$ cat src/rtl/acumulador_ctrl_if.sv
// Request/datapath bundle between a run requester (master) and acumulador_ctrl (slave).
interface acumulador_ctrl_if #(
  parameter int unsigned ADDR_WIDTH = 8,
  parameter int unsigned LEN_WIDTH  = 8
);
  logic                  start;
  logic                  abort;
  logic [ADDR_WIDTH-1:0] base_addr;
  logic [LEN_WIDTH-1:0]  len;
  logic                  carry;
  logic [ADDR_WIDTH-1:0] address;
  logic                  mem_read;
  logic                  load;
  logic                  clear;
  logic                  transfer;
  logic                  busy;
  logic                  done;
  logic                  overflow;

  modport master (
    output start, abort, base_addr, len, carry,
    input  address, mem_read, load, clear, transfer, busy, done, overflow
  );

  modport slave (
    input  start, abort, base_addr, len, carry,
    output address, mem_read, load, clear, transfer, busy, done, overflow
  );
endinterface

$ cat src/rtl/acumulador_ctrl.sv
// Sequencer for a memory-fed accumulator: clear, then fetch/load/add per word, then pulse done.
// Define ACUMULADOR_CTRL_OVF_EN to build the sticky overflow flag fed by the adder carry.
module acumulador_ctrl #(
  parameter int unsigned ADDR_WIDTH = 8,
  parameter int unsigned LEN_WIDTH  = 8
) (
  input logic              clk_i,
  input logic              rst_i,
  acumulador_ctrl_if.slave bus_io
);

  typedef enum logic [2:0] {StIdle, StClear, StFetch, StLoad, StAdd, StDone} state_e;

  state_e                st_q, st_d;
  logic [ADDR_WIDTH-1:0] base_q, base_d;
  logic [LEN_WIDTH-1:0]  len_q, len_d;
  logic [LEN_WIDTH-1:0]  idx_q, idx_d;
  logic [LEN_WIDTH-1:0]  idx_inc;
  logic [ADDR_WIDTH-1:0] addr_sum;

  logic [ADDR_WIDTH-1:0] address;
  logic                  mem_read, load, clear, transfer, busy, done;

  assign idx_inc  = idx_q + LEN_WIDTH'(1);
  assign addr_sum = base_q + ADDR_WIDTH'(idx_q);

  always_comb begin
    st_d   = st_q;
    base_d = base_q;
    len_d  = len_q;
    idx_d  = idx_q;
    unique case (st_q)
      StIdle: begin
        if (bus_io.start) begin
          base_d = bus_io.base_addr;
          len_d  = bus_io.len;
          idx_d  = '0;
          st_d   = StClear;
        end
      end
      StClear: st_d = (len_q == '0) ? StDone : StFetch;
      StFetch: st_d = StLoad;
      StLoad:  st_d = StAdd;
      StAdd: begin
        idx_d = idx_inc;
        st_d  = (idx_inc == len_q) ? StDone : StFetch;
      end
      StDone:  st_d = StIdle;
      default: st_d = StIdle;
    endcase
    // Abort overrides every transition out of the active run states.
    if (bus_io.abort && (st_q inside {StClear, StFetch, StLoad, StAdd})) begin
      st_d = StIdle;
    end
  end

  always_ff @(posedge clk_i or posedge rst_i) begin
    if (rst_i) begin
      st_q   <= StIdle;
      base_q <= '0;
      len_q  <= '0;
      idx_q  <= '0;
    end else begin
      st_q   <= st_d;
      base_q <= base_d;
      len_q  <= len_d;
      idx_q  <= idx_d;
    end
  end

  // Outputs decode from state only, so reset zeroes them without waiting for a clock.
  always_comb begin
    address  = '0;
    mem_read = 1'b0;
    load     = 1'b0;
    clear    = 1'b0;
    transfer = 1'b0;
    done     = 1'b0;
    busy     = (st_q != StIdle);
    unique case (st_q)
      StClear: clear = 1'b1;
      StFetch: begin
        mem_read = 1'b1;
        address  = addr_sum;
      end
      StLoad: begin
        load    = 1'b1;
        address = addr_sum;
      end
      StAdd:   transfer = 1'b1;
      StDone:  done = 1'b1;
      default: ;
    endcase
  end

  assign bus_io.address  = address;
  assign bus_io.mem_read = mem_read;
  assign bus_io.load     = load;
  assign bus_io.clear    = clear;
  assign bus_io.transfer = transfer;
  assign bus_io.busy     = busy;
  assign bus_io.done     = done;

`ifdef ACUMULADOR_CTRL_OVF_EN
  logic ovf_q, ovf_d;

  always_comb begin
    ovf_d = ovf_q;
    if (st_q == StClear) begin
      ovf_d = 1'b0;
    end else if ((st_q == StAdd) && bus_io.carry) begin
      ovf_d = 1'b1;
    end
  end

  always_ff @(posedge clk_i or posedge rst_i) begin
    if (rst_i) begin
      ovf_q <= 1'b0;
    end else begin
      ovf_q <= ovf_d;
    end
  end

  assign bus_io.overflow = ovf_q;
`else
  logic unused_carry;
  assign unused_carry    = bus_io.carry;
  assign bus_io.overflow = 1'b0;
`endif

endmodule

$ cat src/flat_wrapper.sv
// flat-port wrapper written by rule: the top's interface ports become plain ports
module acumulador_ctrl_flat 
#(
  parameter int unsigned ADDR_WIDTH = 8,
  parameter int unsigned LEN_WIDTH  = 8
)
  (clk_i, rst_i, bus_io_start, bus_io_abort, bus_io_base_addr, bus_io_len, bus_io_carry, bus_io_address, bus_io_mem_read, bus_io_load, bus_io_clear, bus_io_transfer, bus_io_busy, bus_io_done, bus_io_overflow);
  acumulador_ctrl_if #(.ADDR_WIDTH(ADDR_WIDTH), .LEN_WIDTH(LEN_WIDTH)) bus_io_i ();
  input logic clk_i;
  input logic rst_i;
  input wire logic [$bits(bus_io_i.start)-1:0] bus_io_start;
  input wire logic [$bits(bus_io_i.abort)-1:0] bus_io_abort;
  input wire logic [$bits(bus_io_i.base_addr)-1:0] bus_io_base_addr;
  input wire logic [$bits(bus_io_i.len)-1:0] bus_io_len;
  input wire logic [$bits(bus_io_i.carry)-1:0] bus_io_carry;
  output wire logic [$bits(bus_io_i.address)-1:0] bus_io_address;
  output wire logic [$bits(bus_io_i.mem_read)-1:0] bus_io_mem_read;
  output wire logic [$bits(bus_io_i.load)-1:0] bus_io_load;
  output wire logic [$bits(bus_io_i.clear)-1:0] bus_io_clear;
  output wire logic [$bits(bus_io_i.transfer)-1:0] bus_io_transfer;
  output wire logic [$bits(bus_io_i.busy)-1:0] bus_io_busy;
  output wire logic [$bits(bus_io_i.done)-1:0] bus_io_done;
  output wire logic [$bits(bus_io_i.overflow)-1:0] bus_io_overflow;
  assign bus_io_i.start = bus_io_start;
  assign bus_io_i.abort = bus_io_abort;
  assign bus_io_i.base_addr = bus_io_base_addr;
  assign bus_io_i.len = bus_io_len;
  assign bus_io_i.carry = bus_io_carry;
  assign bus_io_address = bus_io_i.address;
  assign bus_io_mem_read = bus_io_i.mem_read;
  assign bus_io_load = bus_io_i.load;
  assign bus_io_clear = bus_io_i.clear;
  assign bus_io_transfer = bus_io_i.transfer;
  assign bus_io_busy = bus_io_i.busy;
  assign bus_io_done = bus_io_i.done;
  assign bus_io_overflow = bus_io_i.overflow;
  acumulador_ctrl #(.ADDR_WIDTH(ADDR_WIDTH), .LEN_WIDTH(LEN_WIDTH)) u_core (.clk_i(clk_i), .rst_i(rst_i), .bus_io(bus_io_i));
endmodule
$ cat config.mk
export PLATFORM = sky130hd
export DESIGN_NAME = acumulador_ctrl_flat
export DESIGN_NICKNAME = d
export VERILOG_FILES = /design/src/rtl/acumulador_ctrl_if.sv /design/src/rtl/acumulador_ctrl.sv /design/src/flat_wrapper.sv
export SDC_FILE = /design/constraint.sdc
export NUM_CORES = 1
export LEC_CHECK = 0
export CORE_MARGIN = 2
export CORE_UTILIZATION = 57
export CTS_BUF_LIST = sky130_fd_sc_hd__clkbuf_4
export CTS_CLUSTER_DIAMETER = 40
export DETAILED_ROUTE_END_ITERATION = 7
export GPL_ROUTABILITY_DRIVEN = 0
export PLACE_DENSITY = 0.87
export SETUP_SLACK_MARGIN = 0.05
export SYNTH_ARGS = -nofsm -noshare
export SYNTH_HDL_FRONTEND = slang
export SYNTH_SLANG_ARGS = --single-unit
$ cat constraint.sdc
create_clock -name clk_i -period 4.79 [get_ports clk_i]
set_clock_uncertainty 0.2 [all_clocks]
set_input_delay 0.7185 -clock clk_i [delete_from_list [all_inputs] [get_ports clk_i]]
set_output_delay 0.7185 -clock clk_i [all_outputs]
set_load 0.05 [all_outputs]
==> metrics.txt <==
PD cells 533.2 nW/µm²; Cells after Synth 190; # IOs 36; DR vias 1547; synth warn 0; vias in the first global route 1520; r2r worst-path depth 6; aggregate global routing overflow 0; Max-slew headroom 32.78%; number of diodes 0; share of cells above drive strength 1 11.42%; Hold Vio Cnt, Final 0; CP Capture Type primary output; Residual DRC 0; Hold Buf Count CTS 0; Final ANT Viol Nets 0; Worst path max stage delay 0.82 ns; Total GRT Usage 23.83%; layout filler cell count 244; Clock Root Buffer clkbuf_4; Setup Fix Bufs, Post-CTS 0; first-pass GRT wire length 6.541 mm; Synth Register Bits 27; Starting Density 59.55%; Most Frequent Cell on Critical Path a21oi_1; drt pass-1 iters 5; maximum buffer depth of the clock tree 2; latest clock arrival within the worst-skew pair 0.32 ns; DRT iter0 DRCs 64; EDFF count, synth 0; worst path required time 3.87 ns; CP cell instances ha_1, fa_1, a21o_1, a21oi_1, o21bai_1, a21oi_1, mux2i_1, clkdlybuf4s50_1; P&R area growth vs syn 20.03%; largest net degree at the start of global routing 28; post-synthesis async set-or-reset flop share 100.0%; WS Path Type reg -> out; Final Max Slew Viols 0; final WL 3.977 mm; Seq/Total Area, Yosys 37.16%; FF-to-FF setup slack 2.50 ns; WL per Instance 15.12 µm; Die H 60.48 µm; Tightest Pin Transition 1.007 ns; Yosys cell types 50; worst-path fanout max 6; clock-pin slew on the worst setup and hold paths 0.14 ns; Num CTS Buffers 3; hold path depth 1; port bufs 33; Die ar. 3657 µm²; syn_area_per_cell 9.568 µm²; CTS resizes 0; CORE AREA 3053 µm²; type of the most critical hold path reg -> reg; CP startpoint kind register; maximum VDD drop 350.2 µV; Post-DP HPWL 3.056 mm; initial antenna violation count 0; Worst Min Path Start u_core.base_q[4]$_DFFE_PP0P_; Max-Cap Viols 0; mapped cell area 1818 µm²; CTS tree built; RSZ-0062 raised after global routing no; ys flop type dfrtp_1; Post-Layout Cell Count 263; slowest CP cell clkdlybuf4s50_1; outcome finished clean; Fmax 0.2436 GHz; CTS sink cnt 27; final setup fails 0; H-tree depth 1; Nets 250; static leakage 0.9185 nW; Die X 60.48 µm; period utilization 85.71%; Syn Nets 220; Reg2Reg Launch Point u_core.idx_q[0]$_DFFE_PP0P_; post-layout min period 4.105 ns; FP Rows 20; TNS Setup 0 ns; Critical R2R Capture u_core.st_q[1]$_DFFE_PP0P_; dpl cells 259; Hold EP u_core.base_q[4]$_DFFE_PP0P_; via density per instance 5.882; Arr. time, crit path 3.19 ns
[registers in the layout, indices dropped and copies added (netlist names)]
| signal | count |
|---|---|
| u_core.base_q | 8 |
| u_core.len_q | 8 |
| u_core.idx_q | 8 |
| u_core.st_q | 3 |
[area by class of cell]
class | instances | area (µm²) | area share, %
repair buffers | 34 | 337.8 | 15.48
inverters | 8 | 30.03 | 1.376
flip-flops and latches | 27 | 675.6 | 30.96
multi-input cells | 146 | 1054 | 48.28
well taps | 44 | 55.05 | 2.523
clock buffers | 4 | 30.03 | 1.376
[layout by cell type, fill, tap and decap left out, drive strengths merged, types with 2 or more instances in the layout]
cell           count
o31ai              4
xor2               3
a211oi             2
nand2b             6
nand2             18
o21bai             2
a21o               2
ha                 8
nor2b              2
nand3              3
mux2              15
nor4               4
inv                8
dfrtp             27
a21oi              8
o21ai             15
o22ai              2
nor2              13
xnor2              9
or3                2
nor3b              2
clkbuf             4
clkdlybuf4s50     33
and2               3
mux2i              5
[report_power, final]
group	leakage (nW)	switching (mW)	internal [mW]
clock	0.0184	0.0642	0.0382
combinational	0.561	0.370	0.288
sequential	0.339	0.0934	0.309
[routing by layer]
layer	routed length [µm]	up-vias	global-route usage [%]
met3	216	10	2.985
li1	-	743	-
met2	2055	59	43.48
met4	95	0	10.25
met5	0	-	0
met1	1609	735	28.13
[cell usage after synthesis (3+ instances only)]
cell,count,share of area [%]
nand2_1,17,3.5
o21ai_0,15,4.1
mux2i_1,5,2.8
nor4_1,4,1.4
clkbuf_1,3,0.62
ha_1,8,5.5
xor2_1,3,1.4
nand2b_1,6,2.1
and2_1,3,1.0
xnor2_1,9,4.3
dfrtp_1,27,37
o31ai_1,4,1.7
a21oi_1,8,2.2
nor2_1,13,2.7
mux2_2,15,9.3
inv_1,8,1.7
[metrics by stage]
step / cell area, µm² / hold WS, ns / setup WS, ns / utilization, % / power [mW]
4_1_cts: 2182 / 0.3419 / 0.6854 / 71.48 / 1.166
5_1_grt: 2182 / 0.3627 / 0.5099 / 71.48 / 1.242
6_report: 2182 / 0.3330 / 0.6846 / 71.48 / 1.163
3_3_place_gp: 2152 / 0.2981 / 1.105 / 70.49 / 1.032
3_5_place_dp: 2152 / 0.3096 / 1.069 / 70.49 / 1.063
2_1_floorplan: 1818 / 0.2848 / 1.342 / - / 0.8802
[critical path, delay by kind of cell (launching register included)]
kind                     cells  cell delay [ns]
multiplexers                 1             0.21
buffers and inverters        1             0.82
flip-flops                   1             0.48
adder cells (fa/ha/maj)      2             0.67
AO/OA/AOI/OAI                4             0.68
[worst max path at each step]
| stage | from | endpoint |
|---|---|---|
| 3_5_place_dp | u_core.idx_q[0]$_DFFE_PP0P_ | bus_io_address[6] |
| 3_3_place_gp | u_core.idx_q[0]$_DFFE_PP0P_ | bus_io_address[6] |
| 4_1_cts | u_core.idx_q[0]$_DFFE_PP0P_ | bus_io_address[6] |
| 5_1_grt | u_core.idx_q[0]$_DFFE_PP0P_ | bus_io_address[6] |
| 6_report | u_core.idx_q[0]$_DFFE_PP0P_ | bus_io_address[6] |
| 2_1_floorplan | u_core.idx_q[0]$_DFFE_PP0P_ | bus_io_address[6] |
[cells by family after synthesis]
family | synth area share, %
adders and majority gates | 6.607
buffers and inverters | 4.886
muxes | 12.04
and+or+nand+nor | 17.14
xor gates and xnor gates | 5.782
DFF | 37.16
other | 0.2063
AOI/OAI and AO/OA | 16.17
Note: power is estimated with default switching activity, not from simulation.
